### src/rtl/morse_classify_if.sv
`default_nettype none
// ============================================================================
// Module      : morse_classify_if
// Description : Recorder-to-classifier bus: five latched durations plus the
//               end-of-message level in, element code/count/status out.
// Revision    : 1.0
// ============================================================================
interface morse_classify_if #(
    parameter int WID = 32
);
    logic [5*WID-1:0] value;
    logic             m_end;
    logic [4:0]       code;
    logic [2:0]       len;
    logic             err;
    logic             valid;
    logic             busy;

    modport master (
        output value, m_end,
        input  code, len, err, valid, busy
    );

    modport slave (
        input  value, m_end,
        output code, len, err, valid, busy
    );
endinterface
`default_nettype wire

### src/rtl/morse_classify.sv
`default_nettype none
// ============================================================================
// Module      : morse_classify
// Description : Classifies five recorded pulse durations as dot/dash against
//               a threshold of twice the shortest pulse (capped at UNIT_MAX).
// Revision    : 1.0
// ============================================================================
module morse_classify #(
    parameter int WID      = 32,
    parameter int UNIT_MAX = 12
) (
    input  wire logic       clk,
    input  wire logic       reset,
    morse_classify_if.slave bus
);
    typedef enum logic [1:0] {
        S_IDLE  = 2'd0,
        S_MIN   = 2'd1,
        S_CLASS = 2'd2,
        S_DONE  = 2'd3
    } state_t;

    localparam logic [WID:0] c_UNIT_CAP = (WID+1)'(UNIT_MAX);

    state_t         r_state;
    state_t         w_state_nxt;
    logic [WID-1:0] r_slot [0:4];
    logic [2:0]     r_idx;
    logic [WID-1:0] r_min;
    logic [2:0]     r_len_s;
    logic           r_err_s;
    logic           r_gap;
    logic [4:0]     r_code_s;
    logic           r_m_end_d;
    logic [4:0]     r_code;
    logic [2:0]     r_len;
    logic           r_err;

    logic           w_start;
    logic           w_last;
    logic [WID-1:0] w_cur;
    logic [WID:0]   w_ref;
    logic [WID:0]   w_thresh;
    logic           w_dash;
    logic [4:0]     w_code_nxt;
    logic           w_busy;
    logic           w_valid;

    assign w_start    = bus.m_end & ~r_m_end_d;
    assign w_last     = (r_idx == 3'd4);
    assign w_cur      = r_slot[r_idx];
    // One extra bit so doubling an all-ones min cannot wrap
    assign w_ref      = ({1'b0, r_min} > c_UNIT_CAP) ? c_UNIT_CAP : {1'b0, r_min};
    assign w_thresh   = w_ref << 1;
    assign w_dash     = (r_idx < r_len_s) && ({1'b0, w_cur} > w_thresh);
    assign w_code_nxt = r_code_s | (w_dash ? (5'd1 << r_idx) : 5'd0);

    always_ff @(posedge clk) begin
        if (reset) begin
            r_state <= S_IDLE;
        end else begin
            r_state <= w_state_nxt;
        end
    end

    always_comb begin
        w_state_nxt = r_state;
        w_busy      = 1'b0;
        w_valid     = 1'b0;
        case (r_state)
            S_IDLE: begin
                if (w_start) w_state_nxt = S_MIN;
            end
            S_MIN: begin
                w_busy = 1'b1;
                if (w_last) w_state_nxt = S_CLASS;
            end
            S_CLASS: begin
                w_busy = 1'b1;
                if (w_last) w_state_nxt = S_DONE;
            end
            S_DONE: begin
                w_valid     = 1'b1;
                w_state_nxt = S_IDLE;
            end
            default: w_state_nxt = S_IDLE;
        endcase
    end

    always_ff @(posedge clk) begin
        if (reset) begin
            for (int i = 0; i < 5; i++) r_slot[i] <= '0;
            r_idx     <= 3'd0;
            r_min     <= '1;
            r_len_s   <= 3'd0;
            r_err_s   <= 1'b0;
            r_gap     <= 1'b0;
            r_code_s  <= 5'd0;
            r_m_end_d <= 1'b1;
            r_code    <= 5'd0;
            r_len     <= 3'd0;
            r_err     <= 1'b0;
        end else begin
            r_m_end_d <= bus.m_end;
            case (r_state)
                S_IDLE: begin
                    if (w_start) begin
                        for (int i = 0; i < 5; i++) r_slot[i] <= bus.value[WID*i +: WID];
                        r_idx    <= 3'd0;
                        r_min    <= '1;
                        r_len_s  <= 3'd0;
                        r_err_s  <= 1'b0;
                        r_gap    <= 1'b0;
                        r_code_s <= 5'd0;
                    end
                end
                S_MIN: begin
                    if (w_cur != '0) begin
                        if (w_cur < r_min) r_min <= w_cur;
                        // A pulse after an empty slot breaks the prefix
                        if (r_gap) r_err_s <= 1'b1;
                        else       r_len_s <= r_len_s + 3'd1;
                    end else begin
                        r_gap <= 1'b1;
                    end
                    r_idx <= w_last ? 3'd0 : r_idx + 3'd1;
                end
                S_CLASS: begin
                    r_code_s <= w_code_nxt;
                    r_idx    <= w_last ? 3'd0 : r_idx + 3'd1;
                    // Publish on entry to DONE so results line up with valid
                    if (w_last) begin
                        r_code <= w_code_nxt;
                        r_len  <= r_len_s;
                        r_err  <= r_err_s | (r_len_s == 3'd0);
                    end
                end
                default: ;
            endcase
        end
    end

    assign bus.code  = r_code;
    assign bus.len   = r_len;
    assign bus.err   = r_err;
    assign bus.valid = w_valid;
    assign bus.busy  = w_busy;
endmodule
`default_nettype wire

### src/flat_wrapper.sv
// flat-port wrapper written by rule: the top's interface ports become plain ports
module morse_classify_flat 
#(
    parameter int WID      = 32,
    parameter int UNIT_MAX = 12
)
  (clk, reset, bus_value, bus_m_end, bus_code, bus_len, bus_err, bus_valid, bus_busy);
  morse_classify_if #(.WID(WID)) bus_i ();
  input  wire logic clk;
  input  wire logic reset;
  input wire logic [$bits(bus_i.value)-1:0] bus_value;
  input wire logic [$bits(bus_i.m_end)-1:0] bus_m_end;
  output wire logic [$bits(bus_i.code)-1:0] bus_code;
  output wire logic [$bits(bus_i.len)-1:0] bus_len;
  output wire logic [$bits(bus_i.err)-1:0] bus_err;
  output wire logic [$bits(bus_i.valid)-1:0] bus_valid;
  output wire logic [$bits(bus_i.busy)-1:0] bus_busy;
  assign bus_i.value = bus_value;
  assign bus_i.m_end = bus_m_end;
  assign bus_code = bus_i.code;
  assign bus_len = bus_i.len;
  assign bus_err = bus_i.err;
  assign bus_valid = bus_i.valid;
  assign bus_busy = bus_i.busy;
  morse_classify #(.WID(WID), .UNIT_MAX(UNIT_MAX)) u_core (.clk(clk), .reset(reset), .bus(bus_i));
endmodule
### config.mk
export PLATFORM = sky130hd
export DESIGN_NAME = morse_classify_flat
export DESIGN_NICKNAME = d
export VERILOG_FILES = /design/src/rtl/morse_classify_if.sv /design/src/rtl/morse_classify.sv /design/src/flat_wrapper.sv
export SDC_FILE = /design/constraint.sdc
export NUM_CORES = 1
export LEC_CHECK = 0
export CAP_MARGIN = 20
export CORE_AREA = 2 2 150 152
export CTS_CLUSTER_DIAMETER = 100
export DETAILED_ROUTE_END_ITERATION = 6
export DIE_AREA = 0 0 152 154
export GPL_TIMING_DRIVEN = 0
export HOLD_SLACK_MARGIN = 0.06
export PLACE_DENSITY = 0.9
export SETUP_SLACK_MARGIN = 0.3
export SLEW_MARGIN = 20
export SYNTH_ARGS = -nofsm -noshare
export SYNTH_HDL_FRONTEND = slang
export SYNTH_SLANG_ARGS = --single-unit
### constraint.sdc
create_clock -name clk -period 14.7 [get_ports clk]
set_input_delay 2.94 -clock clk [delete_from_list [all_inputs] [get_ports clk]]
set_output_delay 2.94 -clock clk [all_outputs]
set_load 0.005 [all_outputs]
==> results of run 1 <==
logic make-up (layout without fill, tap and decap cells):
| family | Yosys count | count (layout) | synth area share (%) |
|---|---|---|---|
| AO/OA/AOI/OAI | 169 | 169 | 9.35 |
| adder cells (fa/ha/maj) | 76 | 76 | 8.07 |
| buffers and inverters | 99 | 313 | 3.76 |
| flip-flops | 220 | 220 | 51.0 |
| multiplexers | 91 | 91 | 8.73 |
| other | 1 | 27 | 0.0318 |
| AND/OR/NAND/NOR | 410 | 410 | 19.1 |
cells in the mapped netlist (3+ instances only):
cell type	instances
a211o_1	8
a211oi_1	6
a21o_1	26
a21oi_1	43
a31oi_1	3
and2_1	162
buf_1	3
buf_12	3
buf_2	6
clkbuf_1	39
dfxtp_1	60
edfxtp_1	160
ha_1	76
inv_1	46
mux2_1	3
mux2_2	17
mux2i_1	63
mux4_2	7
nand2_1	63
nand2b_1	10
nand3_1	9
nand4_1	18
nor2_1	88
nor2b_1	13
nor3_1	7
nor3b_1	4
nor4_1	13
o211ai_1	3
o21a_1	3
o21ai_0	34
o21ai_1	3
o22ai_1	14
o31ai_1	4
o41ai_1	3
or2_2	3
or4_1	5
critical path, cell delays in order, from the launching register on:
cell      delay [ns]
dfxtp_1         0.36
buf_6           0.19
clkbuf_1        0.65
buf_2           0.52
clkbuf_1        0.53
clkbuf_1        0.43
nand2_1         0.12
o21ai_0         0.10
o21ai_0         0.27
ha_1            0.43
nand2_1         0.07
or4_1           0.60
or3_1           0.44
o41a_1          0.50
o41ai_1         0.23
o21ai_0         0.20
area by class of cell:
class,instances,share of cell area (%)
multi-input cells,773,36.9
flip-flops and latches,220,40.8
plain buffers,53,1.84
clock inverters,10,0.672
inverters,46,1.17
repair buffers,175,12.1
well taps,280,2.38
clock buffers,29,4.07
metrics by stage:
stage / setup slack [ns] / cells / total power (uW) / util (%)
after CTS: 9.04 / 1586 / 1760 / 67.8
final: 8.87 / 1586 / 1760 / 67.8
after floorplan: 6.79 / 1092 / 1050 / -
after detailed placement: 8.85 / 1547 / 1210 / 64.6
after global routing: 8.74 / 1586 / 1830 / 67.8
after global placement: 4.68 / 1545 / 1190 / 64.3
power breakdown:
group | total (uW) | internal, uW | switching (uW) | leakage, uW
logic | 462 | 194 | 268 | 0.00370
registers | 750 | 724 | 25.7 | 0.00216
clock network | 553 | 321 | 232 | 0.000339
total | 1760 | 1240 | 526 | 0.00619
metal layers:
layer  part of all wire (%)  global-route usage, %  vias to the layer above
met4                    4.3                   11.3                        0
li1                       -                      -                     4271
met2                     50                   48.8                      506
met1                     38                   32.2                     4366
met3                    7.6                   4.26                      104
met5                      0                      0                        -
final timing paths:
| kind | end | slack [ns] | cells after the start |
|---|---|---|---|
| hold reg to reg | u_core.bus.code[1] | 0.46 | 2 |
| hold / removal | u_core.bus.code[1] | 0.46 | 2 |
| setup reg to reg | u_core.r_code_s[1] | 8.87 | 15 |
| setup / recovery | u_core.r_code_s[1] | 8.87 | 15 |
registers in the layout, indices dropped and copies added (netlist names), named ones only:
register          cells
u_core.r_state        2
u_core.bus.err        1
u_core.r_len_s        3
u_core.r_idx          3
u_core.bus.len        3
u_core.r_slot       160
u_core.r_gap          1
u_core.r_code_s       5
u_core.r_err_s        1
u_core.r_min         32
u_core.r_m_end_d      1
u_core.bus.code       5
==> results.yml, run 1 <==
timing:
  tightest_slew_ns: 1.11
  setup_viol_count_final: 0
  fin_crit_sh_pct: 39.7
  slew-limit-headroom_pct: 25.2
  rsz0062_at_grt: "no"
  maxSlewViolCount: 0
  skew_ns: 0.0160
  period_needed_ns: 5.83
  hold_violations: 0
  fmax_mhz: 172
  whs_ns: 0.455
  final.setup.tns_ns: 0
detailed_routing:
  wl_per_cell_um: 20.5
  drt_iter0_drc: 1128
  vias: 9247
  drcViolationCount: 0
  firstDrtPassIters: 6
  vias_per_cell: 5.83
  totalWireLength_um: 32500
  ant_nets: 0
clock_network:
  cts_hold_buf: 0
  clkSinkCount: 220
  cts_tree: "done"
  post_cts_buffers: 0
  clock-root-buffer: "clkbuf_16"
  numCtsBuffers: 22
  postCtsResizedCells: 0
  clk_pin_slew_ns: 0.07
  h-tree-depth: 1
  insertion_delay_ns: 0.51
  cts_buffer_depth: 3
global_routing:
  track_usage_pct: 27.1
  grt_antenna_before_repair: 0
  grt_first_pass_wirelength_um: 49800
  grt_max_degree: 63
  grt_pass1_vias: 9376
  grt_overflow: 0
finish:
  fill_cells: 1527
  syn_to_final_growth_pct: 24.9
  num_antenna_cells: 0
  finalNetCount: 1530
  drive_gt1_share_pct: 6.05
  layout_common_cells: "173 x clkdlybuf4s50_1, 162 x and2_1, 160 x edfxtp_1"
  final_common_cell: "clkdlybuf4s50_1"
  multi_input_area_mm2: 0.00543
  postLayoutCellArea_mm2: 0.0147
  seqCellArea_mm2: 0.00601
power_and_ir_drop:
  vdd_drop_max_mv: 0.0750
  powerDensity_mw_per_mm2: 120
  p_leak_uw: 0.00619
floorplanning:
  initial_utilization_pct: 54.3
  rows: 54
  dieWidth_um: 152
  dieArea_mm2: 0.0234
  die_h_um: 154
  core_area_mm2: 0.0217
  ioPinCount: 174
yosys:
  synth_top_area_share_pct: 40.8
  yosysWarnings: 0
  synth_area_mm2: 0.0118
  synth_edf_count: 160
  post-synth-top-area-cell: "edfxtp_1"
  yosysUniqueCellTypes: 65
  synth_area_leaders: "edfxtp_1 41%, dfxtp_1 10%, and2_1 8.6%, ha_1 8.1%, mux2i_1 5.4%"
  ys_seq_area_share_pct: 51.0
  synthCells: 1066
  ys_async_sr_fraction_pct: 0
  yosys_register_bits: 220
  yosys_most_used_dff: "edfxtp_1"
  syn_area_per_cell_um2: 11.0
placement:
  io_buffers: 173
  placed_cell_area_mm2: 0.0140
  dp_hpwl_um: 24600
  gp_congestion: 0.958
setup_path:
  start_kind: "register"
  cp.arrival_ns: 6.18
  crit_type: "reg2reg"
  critPathRequiredTime_ns: 15.05
  cp_max_fo: 10
  endpoint_kind: "register"
job:
  maxCapViolations: 0
worst_hold_path:
  worstHoldStart: "u_core.r_code_s[1]"
  hp-class: "reg2reg"
outcome:
  status: "completed"
Power figures use the tool's default switching activity.
==> run 2: changes to the inputs <==
==> constraint.sdc (replaced) <==
create_clock -name clk -period 5.9 [get_ports clk]
set_input_delay 1.18 -clock clk [delete_from_list [all_inputs] [get_ports clk]]
set_output_delay 1.18 -clock clk [all_outputs]
set_load 0.005 [all_outputs]
==> run 2 against run 1 <==
  * Clock skew is essentially flat
  * Worst hold slack lost 0.0039 ns
  * Sequential share of layout area shrank 0.21 points
  * Wire length grew 1.4%
  * Cell count grew 0.38%
  * Critical endpoint is now u_core.r_code_s[4]
  * Largest cell class unchanged
  * Highest routed layer unchanged
==> results.yml, run 2 (synthesis gave the netlist of run 1 again) <==
outcome:
  status: "completed"
setup_path:
  endpoint_kind: "register"
  crit_family: "buffers and inverters"
  rrSetupSlack_ns: 0.81
  cpPeakStageDelay_ns: 0.57
  cp_slowest_cell: "or4_1"
  cp.arrival_ns: 5.51
  crit_type: "reg2reg"
  path_depth: 12
  path_buf_inv: 4
  crit_top_cell: "clkbuf_1"
  critPathRequiredTime_ns: 6.32
  endpoint: "u_core.r_code_s[4]"
  path_cells: "clkbuf_1 > clkbuf_1 > clkbuf_1 > clkbuf_1 > o21ai_0 > ha_1 > nand2_1 > or4_1 > or3_1 > a211oi_1 > o41ai_2 > o31ai_1"
  reg2reg_to: "u_core.r_code_s[4]"
  cp_max_fo: 10
  r2r_cells: 12
  start_kind: "register"
finish:
  largest_register_ffs: 160
  final_common_cell: "clkdlybuf4s50_1"
  layout_common_cells: "173 x clkdlybuf4s50_1, 162 x and2_1, 160 x edfxtp_1"
  fill_cells: 1496
  finalNetCount: 1532
  largestRegisters: "u_core.r_slot: 160 flops, u_core.r_min: 32 flops"
  syn_to_final_growth_pct: 25.6
  drive_gt1_share_pct: 6.41
  top_register: "u_core.r_slot"
clock_network:
  clk_pin_slew_ns: 0.07
  postCtsResizedCells: 0
  clkSinkCount: 220
  cts_buffer_depth: 3
  insertion_delay_ns: 0.53
  post_cts_buffers: 0
  numCtsBuffers: 24
  clock-root-buffer: "clkbuf_16"
  h-tree-depth: 1
  cts_tree: "done"
  cts_hold_buf: 0
power_and_ir_drop:
  combPwrFrac_pct: 25.6
  netSwitchingFraction_pct: 29.8
  vdd_drop_max_mv: 0.203
  seqPwrFrac_pct: 42.0
  powerDensity_mw_per_mm2: 301
  pwr-share-clk_pct: 32.4
  p_leak_uw: 0.00624
  power.total_uw: 4450
  p_switching_uw: 1330
  p_int_uw: 3130
timing:
  fmax_mhz: 197
  setup_viol_count_final: 0
  skew_ns: 0.0162
  fin_crit_sh_pct: 86.2
  maxSlewViolCount: 0
  whs_ns: 0.451
  hold_violations: 0
  final.setup.tns_ns: 0
  slew-limit-headroom_pct: 27.6
  period_needed_ns: 5.09
  rsz0062_at_grt: "no"
  tightest_slew_ns: 1.07
detailed_routing:
  drt_iter0_drc: 936
  firstDrtPassIters: 6
  wl_per_cell_um: 20.7
  drcViolationCount: 0
  ant_nets: 0
  totalWireLength_um: 32900
  vias: 9313
  vias_per_cell: 5.85
floorplanning:
  dieWidth_um: 152
  die_h_um: 154
  initial_utilization_pct: 54.3
  core_area_mm2: 0.0217
  ioPinCount: 174
  rows: 54
  dieArea_mm2: 0.0234
placement:
  io_buffers: 173
  dp_hpwl_um: 24700
  gp_congestion: 0.975
worst_hold_path:
  hp-class: "reg2reg"
  min_path_cells: 2
global_routing:
  grt_max_degree: 63
  grt_pass1_vias: 9617
  grt_overflow: 0
  grt_antenna_before_repair: 0
  grt_first_pass_wirelength_um: 51100
  track_usage_pct: 27.7
job:
  maxCapViolations: 0
==> run 2: cell types whose count changed in the layout (fill, tap and decap cells not counted), sizes merged <==
cell	delta
buf	+1
bufinv	-1
diode	+1
clkinvlp	-1
clkbuf	+6
==> run 2: tightest hold or removal path: stages (launching register included) <==
cell     delay (ns)
dfxtp_1        0.30
nand2_1        0.05
a21oi_1        0.05
==> run 2: worst min path at each step <==
stage                                   from                  to  slack (ns)
after floorplan           u_core.r_code_s[0]  u_core.r_code_s[0]        0.42
after global placement    u_core.r_code_s[1]  u_core.r_code_s[1]        0.44
after detailed placement  u_core.r_code_s[1]  u_core.bus.code[1]        0.44
after CTS                 u_core.bus.code[0]  u_core.bus.code[0]        0.45
after global routing      u_core.bus.code[2]  u_core.bus.code[2]        0.48
final                     u_core.bus.code[0]  u_core.bus.code[0]        0.45
==> run 2: cell type report <==
type / instances / area [um^2] / area share (%)
clock inverter: 8 / 61.3 / 0.415
tap: 280 / 350 / 2.37
sequential: 220 / 6010 / 40.6
multi-input combinational: 773 / 5440 / 36.8
inverter: 46 / 173 / 1.17
timing repair buffer: 176 / 1810 / 12.2
antenna: 1 / 2.50 / 0.0169
clock buffer: 36 / 679 / 4.60
buffer: 52 / 267 / 1.80
==> run 2: per-layer routing <==
metal / part of all wire [%] / wire [um] / track usage [%] / vias up
met2: 50 / 16500 / 50.2 / 533
met5: 0 / 0 / 0 / -
met1: 38 / 12500 / 32.2 / 4391
met4: 4.1 / 1340 / 12.5 / 0
li1: - / - / - / 4270
met3: 7.8 / 2580 / 4.88 / 119
==> run 2: power groups by stage <==
stage | clock, uW | combinational, uW | sequential (uW)
final | 1440 | 1140 | 1870
after global routing | 1500 | 1240 | 1880
after CTS | 1440 | 1120 | 1870
after detailed placement | 0 | 1110 | 1900
after global placement | 0 | 1060 | 1900
after floorplan | 0 | 723 | 1880
==> run 2: metrics by stage <==
step	cells	setup slack [ns]	util (%)	cell area, um^2
final	1592	0.813	68.2	14800
after global routing	1591	0.722	68.2	14800
after CTS	1592	0.433	68.1	14800
after detailed placement	1548	0.503	64.7	14000
after global placement	1545	0.304	64.4	14000
after floorplan	1092	1.68	-	11900
